<file path="src/rtl/skid_buffer.sv">
// skid_buffer: two-entry registered valid/ready pipeline stage.
//
// Purpose: breaks the combinational ready path between upstream and
// downstream while sustaining one transfer per clock. All outputs come
// straight from flops. A second (skid) register catches the word that
// arrives on the edge where downstream stalls, because the upstream side
// only learns about the stall one clock later through in_ready.
//
// Ports:
//   aclk       clock, rising edge
//   areset     synchronous active-high reset
//   in_data    upstream payload       (DATA_WIDTH)
//   in_valid   upstream payload valid
//   in_ready   block can accept a payload (registered)
//   out_data   downstream payload     (DATA_WIDTH, registered)
//   out_valid  downstream payload valid (registered)
//   out_ready  downstream accepts payload
//   sts_count  32-bit count of downstream transfers, wraps; only present
//              when the macro SKID_BUFFER_COUNT_EN is defined
//
// Configuration macro: SKID_BUFFER_COUNT_EN (optional transfer counter).
module skid_buffer #(
  parameter int DATA_WIDTH = 32
) (
  input  logic                  aclk,
  input  logic                  areset,
  input  logic [DATA_WIDTH-1:0] in_data,
  input  logic                  in_valid,
  output logic                  in_ready,
  output logic [DATA_WIDTH-1:0] out_data,
  output logic                  out_valid,
  input  logic                  out_ready
`ifdef SKID_BUFFER_COUNT_EN
  ,
  output logic [31:0]           sts_count
`endif
);

  // EMPTY: nothing held; BUSY: output reg full; FULL: output and skid full.
  typedef enum logic [1:0] {
    EMPTY = 2'd0,
    BUSY  = 2'd1,
    FULL  = 2'd2
  } state_t;

  state_t                state, state_nx;
  logic [DATA_WIDTH-1:0] skid_data;

  logic up_xfer, dn_xfer;
  logic or_from_in, or_from_sr, sr_load;
  logic in_ready_nx, out_valid_nx;

  assign up_xfer = in_valid & in_ready;
  assign dn_xfer = out_valid & out_ready;

  // State register. in_ready is forced low during reset so nothing can be
  // accepted until the first edge after reset is released.
  always_ff @(posedge aclk) begin
    if (areset) begin
      state     <= EMPTY;
      in_ready  <= 1'b0;
      out_valid <= 1'b0;
    end else begin
      state     <= state_nx;
      in_ready  <= in_ready_nx;
      out_valid <= out_valid_nx;
    end
  end

  // Next-state logic.
  always_comb begin
    state_nx = state;
    case (state)
      EMPTY: if (up_xfer) state_nx = BUSY;
      BUSY: begin
        if (up_xfer && !dn_xfer)      state_nx = FULL;
        else if (!up_xfer && dn_xfer) state_nx = EMPTY;
      end
      FULL:    if (dn_xfer) state_nx = BUSY;
      default: state_nx = EMPTY;
    endcase
  end

  // Output / datapath control. Handshake flags are registered versions of
  // the next state so both outputs stay glitch-free flop outputs.
  always_comb begin
    or_from_in   = 1'b0;
    or_from_sr   = 1'b0;
    sr_load      = 1'b0;
    case (state)
      EMPTY:   or_from_in = up_xfer;
      BUSY: begin
        or_from_in = up_xfer & dn_xfer;
        sr_load    = up_xfer & ~dn_xfer;
      end
      FULL:    or_from_sr = dn_xfer;
      default: ;
    endcase
    in_ready_nx  = (state_nx != FULL);
    out_valid_nx = (state_nx != EMPTY);
  end

  // Payload registers carry no reset; their contents only matter when the
  // matching valid state says so.
  always_ff @(posedge aclk) begin
    if (or_from_in)      out_data <= in_data;
    else if (or_from_sr) out_data <= skid_data;
    if (sr_load)         skid_data <= in_data;
  end

`ifdef SKID_BUFFER_COUNT_EN
  always_ff @(posedge aclk) begin
    if (areset)       sts_count <= 32'd0;
    else if (dn_xfer) sts_count <= sts_count + 32'd1;
  end
`endif

endmodule

</file>
<file path="config.mk">
export PLATFORM = sky130hd
export DESIGN_NAME = skid_buffer
export DESIGN_NICKNAME = d
export VERILOG_FILES = /design/src/rtl/skid_buffer.sv
export SDC_FILE = /design/constraint.sdc
export NUM_CORES = 1
export LEC_CHECK = 0
export CELL_PAD_IN_SITES_DETAIL_PLACEMENT = 1
export CELL_PAD_IN_SITES_GLOBAL_PLACEMENT = 2
export CORE_MARGIN = 4
export CORE_UTILIZATION = 37
export CTS_CLUSTER_SIZE = 10
export DETAILED_ROUTE_END_ITERATION = 10
export MAX_ROUTING_LAYER = met4
export PLACE_DENSITY_LB_ADDON = 0.1
export SETUP_SLACK_MARGIN = 0.05
export SYNTH_ARGS = -nofsm -noshare
export SYNTH_HDL_FRONTEND = slang
export SYNTH_SLANG_ARGS = --single-unit
export TNS_END_PERCENT = 20
</file>
<file path="constraint.sdc">
create_clock -name aclk -period 3.3 [get_ports aclk]
set_input_delay 0.66 -clock aclk [delete_from_list [all_inputs] [get_ports aclk]]
set_output_delay 0.66 -clock aclk [all_outputs]
set_load 0.1 [all_outputs]
</file>
==> results of run 1 <==
per-stage QoR:
step,power (uW),hold WS (ns)
3_5_place_dp,1368,0.5069
4_1_cts,2100,0.5203
2_1_floorplan,1263,0.4575
3_3_place_gp,1359,0.4916
5_1_grt,2153,0.5692
6_report,2072,0.5171
critical path, cell delays in order:
cell             delay (ns)
clkdlybuf4s50_1        0.50
and3b_2                0.21
a21boi_4               0.35
buf_4                  0.40
mux2_2                 0.38
power groups by stage:
stage          clock network, uW  registers, uW  logic [uW]
2_1_floorplan                  0           1190        72.0
4_1_cts                      751           1000         347
5_1_grt                      792           1010         356
6_report                     727           1000         343
3_3_place_gp                   0           1020         340
3_5_place_dp                   0           1020         346
kinds of logic (layout without fill, tap and decap cells):
kind of cell	Yosys count	after routing	synth area share, %
multiplexers	32	32	14.60
buffers and inverters	4	87	1.539
AND/OR/NAND/NOR	6	6	1.689
flip-flops	68	68	79.44
AO/OA/AOI/OAI	8	8	2.731
routing by layer:
metal | part of all wire, % | vias up | global-route usage [%] | wire length (um)
met1 | 44 | 675 | 15.97 | 2226
met2 | 48 | 57 | 19.77 | 2417
li1 | - | 629 | - | -
met5 | 0 | - | - | 0
met4 | 1.4 | 0 | 6.250 | 72
met3 | 6.5 | 7 | 4.083 | 327
synthesized netlist by cell type:
cell | n | area, um^2
nor4bb_1 | 1 | 10.01
edfxtp_1 | 64 | 1922
o21ai_0 | 1 | 5.000
a31o_2 | 1 | 8.760
mux2_2 | 30 | 337.8
buf_6 | 3 | 33.78
and3b_2 | 1 | 10.01
nand2_1 | 1 | 3.750
a211oi_1 | 3 | 22.52
a221oi_1 | 1 | 8.760
a21boi_4 | 1 | 18.77
nand4_1 | 1 | 6.260
a21oi_1 | 1 | 5.000
and3_1 | 1 | 6.260
buf_2 | 1 | 5.000
mux2_4 | 2 | 30.03
nor2b_1 | 1 | 6.260
dfxtp_1 | 4 | 80.08
flip-flops by register name, indices dropped and copies added (netlist names):
name,flops
out_data,32
out_valid,1
state,2
in_ready,1
skid_data,32
final timing paths:
kind	start	to	slack (ns)
hold reg to reg	out_valid	state[1]	0.52
hold / removal	out_valid	state[1]	0.52
setup / recovery	in_valid	out_data[30]	0.86
setup reg to reg	state[1]	out_data[30]	1.29
area by class of cell:
type	count	area [um^2]	area share, %
Multi-Input combinational cell	46	480.5	14.02
Clock buffer	9	123.9	3.614
Timing Repair Buffer	71	633.1	18.47
Tap cell	77	96.34	2.811
Sequential cell	68	2002	58.42
Clock inverter	7	91.34	2.665
layout by cell type (no fill, tap or decap):
master / count
and3b_2: 1
buf_12: 1
a211oi_1: 3
clkbuf_8: 9
mux2_2: 30
bufinv_16: 2
nor2b_1: 1
clkinvlp_4: 1
o21ai_0: 1
clkinv_2: 3
buf_4: 35
a21boi_4: 1
clkdlybuf4s50_1: 35
a31o_2: 1
dfxtp_1: 4
nor4bb_1: 1
a21oi_1: 1
and3_2: 1
clkinv_4: 1
nand2_1: 1
nand4_1: 1
a221oi_1: 1
edfxtp_1: 64
mux2_4: 2
==> metrics.txt, run 1 <==
final setup margin=0.8622 ns; setup tns final=0 ns; #FFs+latches synth=68; DP Cell Count=262; Least-Margin Pin Slew=0.8017 ns; hold path cells=1; Worst Setup Start Kind=input pin; post-synthesis cell type count=18; worst hold path type=register to register; post-cts gate resize count=0; clk slew on worst S/H paths=0.07 ns; fin crit share=73.87%; initial antenna violation count=0; Avg Inst Size Synth=21.36 um^2; # diodes=0; core area=0.006495 mm^2; final core utilization=52.76%; global route total overflow=0; final instance area=0.003427 mm^2; crit path kind=input pin to register; VDD IR max=0.2329 mV; post-synthesis instance total=118; critical path fanouts, max=25; Layout Skew=0.008228 ns; clock root cell=clkbuf_8; Die Wd=90.53 um; H-tree depth=3; Post-CTS Setup Inserts=0; Final Max Slew Viols=0; Fill cells=612; Max-cap violations=0; Die H=90.53 um; Syn Nets=154; Relative slew margins=46.55%; YS warnings=0; worst path required time=3.38 ns; I/O pin cnt=70; Worst Path Arrival=2.52 ns; Placed Area=0.003212 mm^2; HPWL after DPL=3.424 mm; Sw Share=26.90%; PD cells=604.7 mW/mm^2; Via density=4.921; Inserted Clock Buffers=9; DRT antenna net count=0; Clock Power Share=35.1%; wire per inst=18.14 um; 1st-iter DRT viols=71; number of buffers added on ports=69; status=finished clean; Comb power frac=16.6%; Skew-Pair Late Insertion Delay=0.33 ns; crit path time final=2.438 ns; fin cells=278; layout cell share with drive strength beyond 1=43.78%; TritonRoute pass-1 iters=4; crit path capture type=register; reg2reg path depth=4; DR DRC count=0; Final Hold Viols=0; Die ar.=0.008195 mm^2; post-placement setup slack=0.4992 ns; wire length of the first global-routing pass=7.914 mm; Starting Density=38.80%; count of final setup violators=0; Flop pwr share=48.4%; hold_buf cts=0; global placement routability congestion=0.6994; Clock Tree Buf Depth=2; detailed-route wire length=5.043 mm; RSZ-0062 raised after global routing=false; via count=1368; Leak=0.001205 uW; max frequency=410.2 MHz; Seq/Total Area, Yosys=79.44%; Core Rows=29; Post-Syn Area=0.002520 mm^2; Pint=1515 uW; CTS tree=done; GRT Total Usage=13.07%; largest net degree at the start of global routing=34; net switching power=557.4 uW; vias in the first global route=1485; Clock Sinks=68; Area Growth Syn to Fin=36.00%; fin nets=232
Note: power is estimated with default switching activity, not from simulation.
==> inputs of run 2 (changes only) <==
--- a/config.mk
+++ b/config.mk
@@ -8,7 +8,7 @@
 export CELL_PAD_IN_SITES_DETAIL_PLACEMENT = 1
 export CELL_PAD_IN_SITES_GLOBAL_PLACEMENT = 2
 export CORE_MARGIN = 4
-export CORE_UTILIZATION = 37
+export CORE_UTILIZATION = 34
 export CTS_CLUSTER_SIZE = 10
 export DETAILED_ROUTE_END_ITERATION = 10
 export MAX_ROUTING_LAYER = met4
==> constraint.sdc (replaced) <==
create_clock -name aclk -period 2.35 [get_ports aclk]
set_input_delay 0.47 -clock aclk [delete_from_list [all_inputs] [get_ports aclk]]
set_output_delay 0.47 -clock aclk [all_outputs]
set_load 0.1 [all_outputs]
==> metrics.txt, run 2 (synthesis results as in run 1) <==
Clock Tree Buf Depth=2 (unchanged); H-tree depth=3 (unchanged); HPWL after DPL=3.426 mm (about the same); Worst Setup Start Kind=input pin; vias in the first global route=1531 (+3.1%); Worst Path Arrival=1.99 ns (-0.53 ns); DRT antenna net count=0 (unchanged); 1st-iter DRT viols=63 (-11%); Area Growth Syn to Fin=38.63%; RSZ-0062 raised after global routing=false; Post-CTS Setup Inserts=0 (unchanged); # diodes=0 (unchanged); Fill cells=706 (+15%); Die Wd=94.09 um (+3.9%); Final Max Slew Viols=0 (unchanged); met1 Usage GRT=14.73% (-1.2 points); GRT Total Usage=12.33% (-0.74 points); top flop regs=out_data (32), skid_data (32), state (2); Least-Margin Pin Slew=0.3421 ns (-0.4596 ns); wire per inst=16.13 um (-11%); clk slew on worst S/H paths=0.07 ns (about the same); commonest non-fill, non-tap cell in the layout=edfxtp_1; Clock Sinks=68 (unchanged); status=finished clean; Leak=0.001220 uW (+1.2%); crit path capture type=register; Starting Density=34.93% (-3.9 points); Layout Skew=0.007211 ns (-0.001016 ns); final core utilization=48.42% (-4.3 points); fin nets=236 (+1.7%); TritonRoute pass-1 iters=4 (unchanged); crit path time final=1.905 ns; Via density=4.520 (-8.2%); Inserted Clock Buffers=9 (unchanged); initial antenna violation count=0 (unchanged); PD cells=802.5 mW/mm^2 (+33%); via count=1374 (+0.44%); I/O pin cnt=70 (unchanged); layout cell share with drive strength beyond 1=44.88% (+1.1 points); detailed-route wire length=4.905 mm (-2.7%); setup tns final=0 ns (unchanged); Die ar.=0.008853 mm^2 (+8.0%); Final Hold Viols=0 (unchanged); Power Total=2803 uW (+35%); Max-cap violations=0 (unchanged); Die H=94.09 um (+3.9%); clock root cell=clkbuf_8; most frequent cells in the layout=edfxtp_1 (64), buf_4 (36), clkdlybuf4s50_1 (35), mux2_2 (30), clkbuf_8 (9); met3 Use GR=3.365% (-0.72 points); number of buffers added on ports=69 (unchanged); global route total overflow=0 (unchanged); Min Hold Slack=0.4786 ns (-0.03841 ns); critical path fanouts, max=17 (-32%); core area=0.007214 mm^2 (+11%); worst path required time=2.43 ns (-0.95 ns); count of final setup violators=0 (unchanged); max frequency=524.8 MHz; largest net degree at the start of global routing=33 (-2.9%); Relative slew margins=77.19% (+31 points); post-cts gate resize count=0 (unchanged); layer with the highest usage=met2; DR DRC count=0 (unchanged); VDD IR max=0.3220 mV (+38%); Worst R2R Setup Slack=0.70 ns (-0.59 ns); crit path kind=input pin to register; fin crit share=81.08%; grt met2 use=19.10% (-0.66 points); wire length of the first global-routing pass=7.928 mm (+0.18%); CTS tree=done; Core Rows=31 (+6.9%); worst hold path type=register to register; hold_buf cts=0 (unchanged); global placement routability congestion=0.6513 (-6.9%); Skew-Pair Late Insertion Delay=0.33 ns (about the same)
-- run 2: cell type report --
cell class,count,area (um^2),share of cell area [%]
Tap cell,99,123.9,3.546
Clock inverter,5,52.55,1.504
Sequential cell,68,2004,57.38
Timing Repair Buffer,75,700.7,20.06
Multi-Input combinational cell,46,480.5,13.75
Clock buffer,11,131.4,3.761
-- run 2: worst paths after layout --
kind | startpoint | endpoint | depth (start not counted)
hold / removal | out_valid | state[1] | 1
setup reg to reg | state[1] | out_data[4] | 4
hold reg to reg | out_valid | state[1] | 1
setup / recovery | in_valid | out_data[4] | 5
-- run 2: power breakdown --
group | internal, uW | leakage [uW] | switching (uW)
clock network | 485 | 0.0000931 | 415
registers | 1390 | 0.000620 | 19.5
logic | 161 | 0.000506 | 335
total | 2030 | 0.00122 | 770
-- run 2: metrics by stage --
| stage | instance area, um^2 | std cells | setup slack, ns |
|---|---|---|---|
| 6_report | 3493 | 304 | 0.4447 |
| 5_1_grt | 3493 | 304 | 0.3933 |
| 4_1_cts | 3493 | 304 | 0.4455 |
| 3_5_place_dp | 3309 | 288 | 0.08486 |
| 3_3_place_gp | 3309 | 288 | 0.1298 |
| 2_1_floorplan | 2522 | 118 | 0.1003 |
-- run 2: layer usage --
metal,part of all wire (%),wire (um)
met1,42,2058
met2,51,2494
met3,5.4,263
met4,1.8,88
met5,0,0
-- run 2: critical path: stages --
cell and delay, ns:
clkdlybuf4s50_1 0.50, and3b_2 0.22, a21boi_4 0.26, buf_12 0.19
mux2_2 0.34
